**config.mk**
```make
export PLATFORM = sky130hd
export DESIGN_NAME = hamming_encoder_stream
export DESIGN_NICKNAME = d
export VERILOG_FILES = /design/src/rtl/hamming_pkg.sv /design/src/rtl/hamming_enc_core.sv /design/src/rtl/hamming_encoder_stream.sv
export SDC_FILE = /design/constraint.sdc
export NUM_CORES = 1
export LEC_CHECK = 0
export ABC_AREA = 0
export CORE_UTILIZATION = 50
export DETAILED_ROUTE_END_ITERATION = 10
export HOLD_SLACK_MARGIN = 0.1
export PLACE_DENSITY = 0.88
export SETUP_SLACK_MARGIN = 0.5
export SLEW_MARGIN = 20
export SYNTH_ARGS = -nofsm -noshare
export SYNTH_HDL_FRONTEND = slang
export SYNTH_SLANG_ARGS = --single-unit
```
**constraint.sdc**
```tcl
create_clock -name clk -period 2.8 [get_ports clk]
set_input_delay 0.56 -clock clk [delete_from_list [all_inputs] [get_ports clk]]
set_output_delay 0.56 -clock clk [all_outputs]
set_load 0.005 [all_outputs]
```
**src/rtl/hamming_pkg.sv**
```systemverilog
// Shared Hamming(7,4) constants for encoder and decoder.
// Build with HAMMING_SECDED_EN defined to add the overall-parity bit (SECDED, 8-bit codewords).
package hamming_pkg;

`ifdef HAMMING_SECDED_EN
   localparam int CW_W = 8;
`else
   localparam int CW_W = 7;
`endif

   // Codeword bit index = Hamming position - 1
   localparam int D0_POS = 2;
   localparam int D1_POS = 4;
   localparam int D2_POS = 5;
   localparam int D3_POS = 6;

   localparam int P0_POS = 0;
   localparam int P1_POS = 1;
   localparam int P3_POS = 3;

   typedef logic [CW_W-1:0] cw_t;

endpackage

```
**src/rtl/hamming_enc_core.sv**
```systemverilog
// Pure combinational Hamming(7,4) encoder; with HAMMING_SECDED_EN it also
// appends bit 7 as the XOR of bits [6:0].
module hamming_enc_core
   import hamming_pkg::*;
(
   input  logic [3:0]      data,
   output logic [CW_W-1:0] codeword
);

   logic [6:0] base;

   always_comb begin
      base         = '0;
      base[D0_POS] = data[0];
      base[D1_POS] = data[1];
      base[D2_POS] = data[2];
      base[D3_POS] = data[3];
      base[P0_POS] = data[0] ^ data[1] ^ data[3];
      base[P1_POS] = data[0] ^ data[2] ^ data[3];
      base[P3_POS] = data[1] ^ data[2] ^ data[3];
   end

`ifdef HAMMING_SECDED_EN
   assign codeword = {^base, base};
`else
   assign codeword = base;
`endif

endmodule

```
**src/rtl/hamming_encoder_stream.sv**
```systemverilog
// Streaming Hamming encoder: valid/ready nibbles in, codewords out through a
// 2-entry FIFO. Codeword width follows HAMMING_SECDED_EN (see hamming_pkg).
module hamming_encoder_stream
   import hamming_pkg::*;
#(
   parameter int CNT_W = 16
)(
   input  logic             clk,
   input  logic             rst_n,
   input  logic             in_valid,
   input  logic [3:0]       in_data,
   output logic             in_ready,
   output logic             out_valid,
   output logic [CW_W-1:0]  out_codeword,
   input  logic             out_ready,
   output logic [CNT_W-1:0] cw_count
);

   cw_t        enc_cw;
   cw_t        slot0, slot1;
   logic [1:0] occ, occ_nxt;
   logic       push, pop;

   hamming_enc_core u_enc (
      .data     (in_data),
      .codeword (enc_cw)
   );

   assign push         = in_valid & in_ready;
   assign pop          = out_valid & out_ready;
   assign out_valid    = (occ != 2'd0);
   assign out_codeword = slot0;

   always_comb begin
      occ_nxt = occ;
      case ({push, pop})
         2'b10:   occ_nxt = occ + 2'd1;
         2'b01:   occ_nxt = occ - 2'd1;
         default: occ_nxt = occ;
      endcase
   end

   // in_ready is a register of the next occupancy, so out_ready never reaches
   // it combinationally; slot1 is cleared on every drain so slot0 reads 0 when empty.
   always_ff @(posedge clk or negedge rst_n) begin
      if (!rst_n) begin
         occ      <= 2'd0;
         in_ready <= 1'b0;
         slot0    <= '0;
         slot1    <= '0;
         cw_count <= '0;
      end else begin
         occ      <= occ_nxt;
         in_ready <= (occ_nxt != 2'd2);
         if (pop)
            cw_count <= cw_count + 1'b1;
         case ({push, pop})
            2'b10: begin
               if (occ == 2'd0) slot0 <= enc_cw;
               else             slot1 <= enc_cw;
            end
            2'b01: begin
               slot0 <= slot1;
               slot1 <= '0;
            end
            2'b11: slot0 <= enc_cw;
            default: ;
         endcase
      end
   end

endmodule
```
==> impl_results.md <==
* EDFF count, synth at 0
* Final Skew at 3.89 ps
* Worst skew pair latency at 330 ps
* Critical Path AT at 1450 ps
* Placement Setup Slack at 519 ps
* Synth cell types at 29
* Slew margin rel. at 72.7%
* PD cells at 887 nW/um2
* Routed WL at 2790 um
* Fin crit share at 71.7%
* Max Cap Viol at 0
* Post-Syn Instances at 136
* Endpoints failing hold at 0
* CP Class: reg2out
* Final ANT Viol Nets at 0
* Startpoint Class: register
* Top post-synthesis cells by area: dfrtp_1 53%, xnor2_1 7.9%, mux2_2 5.1%
* IO Port Bufs at 32
* CTS tree: yes
* Synth top cells by count: 33 x dfrtp_1, 18 x nand2_1, 14 x xnor2_1
* Area occupied by multi-input gates at 672 um2
* # rows at 19
* Hold Path Class: reg2reg
* Most used DFF post-synth: dfrtp_1
* I/O pin total at 33
* Initial Utilization at 54.4%
* DR iter-0 viols at 39
* Avg Cell Area, Syn at 11.4 um2
* FF+latch area at 826 um2
* Synth top area share at 53.2%
* CP Capture Type: output pin
* TritonCTS Buffers at 5
* Fin Setup TNS at 0 ps
* Syn Std Cell Area at 1550 um2
* Largest net degree at the start of global routing at 34
* Hold Buf Count CTS at 0
* Worst Path Required at 2240 ps
* Sequential area share after synthesis at 53.2%
* Max clock buf depth at 2
* FILL cells at 219
* Initial antenna violation count at 0
* Detailed placement HPWL at 2060 um
* Via density at 5.20
* Area Overhead vs Synth at 26.0%
* Setup violation total in the final timing report at 0
* Die W at 57.7 um
* CTS sink cnt at 33
* Nets at 185
* First-pass GRT wire length at 4950 um
* Worst Path Max Fanout at 4
* Final WS setup at 792 ps
* Synth warnings at 0
* Maximum VDD drop at 0.000572 V
* Yosys reg bits at 33
* Leakage at 0.899 nW
* Fraction of layout cells with a size suffix above 1 at 13.7%
* Initial DRT Pass Iterations at 7
* Async SR Flop Fraction at 100%
* All-layer global routing usage at 20.2%
* Number of post-CTS setup repair buffers at 0
* Failing checks: design-rule violations
* Core area at 2850 um2
* H-Tree Depth at 2
* Post-synthesis cell type with the largest combined area: dfrtp_1
* Synthesized Nets at 147
* Fin crit period at 2010 ps
* Fmax at 0.498 GHz
* Unrepaired setup endpoints after global routing: false
* Final Wtd Congestion at 0.801
* Via count at 1072
* Die H at 57.7 um
* CTS resizes at 0
* Die area at 3330 um2
* Number of global-route vias before repair at 1126
* Fin. max-slew vios at 0
* Worst-Margin Slew at 410 ps
* Clock transition at path regs at 90 ps
* Most common cell in the netlist: dfrtp_1
* Total grt overflow at 0
* Drt drc at 3
* Status: finished, violations left
* Ant. Diodes at 0
* Routed len/inst at 13.5 um
* Root Driver: clkbuf_4
[worst max-delay path: stages, from the launching register on]
cell and delay [ps]:
dfrtp_1 420, or2_4 260, clkdlybuf4s50_1 440
[stage by stage]
| step | util [%] | std cells | cell area [um2] | hold WS [ps] | power (mW) |
|---|---|---|---|---|---|
| 6_report | 68.6 | 206 | 1960 | 471 | 1.73 |
| 5_1_grt | 68.6 | 206 | 1960 | 485 | 1.88 |
| 4_1_cts | 68.6 | 206 | 1960 | 479 | 1.76 |
| 3_5_place_dp | 66.8 | 198 | 1910 | 465 | 1.51 |
| 3_3_place_gp | 66.8 | 198 | 1910 | 462 | 1.46 |
| 2_1_floorplan | - | 136 | 1550 | 264 | 1.18 |
[flip-flops by register name (all words and copies together) (netlist names)]
signal,count
in_ready,1
out_codeword,7
occ,2
cw_count,16
slot1,7
[power breakdown]
part	switching, mW	internal, mW	leakage, nW	total [mW]
clock	0.148	0.0999	0.0265	0.248
combinational	0.315	0.411	0.454	0.726
sequential	0.118	0.642	0.419	0.760
total	0.582	1.15	0.899	1.73
[cell type report]
cell class / count / share of cell area [%]
tap: 31 / 1.98
inverter: 6 / 1.41
clock buffer: 8 / 2.50
sequential: 33 / 42.2
timing repair buffer: 35 / 17.5
multi-input combinational: 93 / 34.4
[routing by layer]
layer  vias to the layer above  wire length, um  global-route usage (%)
met5                         -                0                       0
met3                         2              177                    6.92
met4                         0               41                    7.48
li1                        525                -                       -
met1                       509             1150                    23.1
met2                        36             1420                    35.2
[placed cells by master (no fill, tap or decap), types with 3 or more instances in the layout]
| cell type | synthesis | layout |
|---|---|---|
| and3_1 | 6 | 6 |
| o21ai_0 | 6 | 6 |
| ha_1 | 3 | 3 |
| xnor2_1 | 14 | 14 |
| clkdlybuf4s50_1 | 0 | 32 |
| xor2_1 | 8 | 8 |
| nand2_1 | 18 | 18 |
| clkbuf_4 | 0 | 5 |
| clkbuf_1 | 2 | 3 |
| a21oi_1 | 7 | 7 |
| mux2_2 | 7 | 7 |
| inv_1 | 5 | 5 |
| nand4_1 | 3 | 3 |
| buf_4 | 1 | 3 |
| nor2b_1 | 5 | 5 |
| dfrtp_1 | 33 | 33 |
[worst paths after layout]
kind / cells after the start / slack [ps] / end / start
hold / removal: 1 / 470 / cw_count[15]$_DFFE_PN0N_ / cw_count[15]$_DFFE_PN0N_
max in group asynchronous: 2 / 1890 / cw_count[15]$_DFFE_PN0N_ / rst_n
setup / recovery: 2 / 790 / out_valid / occ[0]$_DFF_PN0_
hold reg to reg: 1 / 470 / cw_count[15]$_DFFE_PN0N_ / cw_count[15]$_DFFE_PN0N_
setup reg to reg: 7 / 840 / slot1[0]$_DFFE_PN0P_ / occ[0]$_DFF_PN0_
min in group asynchronous: 2 / 620 / cw_count[3]$_DFFE_PN0N_ / rst_n
[kinds of logic (layout without fill, tap and decap cells)]
logic type | after synthesis | in the layout | synth area share (%)
muxes | 8 | 8 | 5.73
buffers and inverters | 10 | 49 | 3.47
DFF | 33 | 33 | 53.2
and+or+nand+nor | 44 | 44 | 16.9
AOI/OAI and AO/OA | 16 | 16 | 5.81
adders and majority gates | 3 | 3 | 2.42
xor gates and xnor gates | 22 | 22 | 12.4
(Power assumes the default switching activity.)
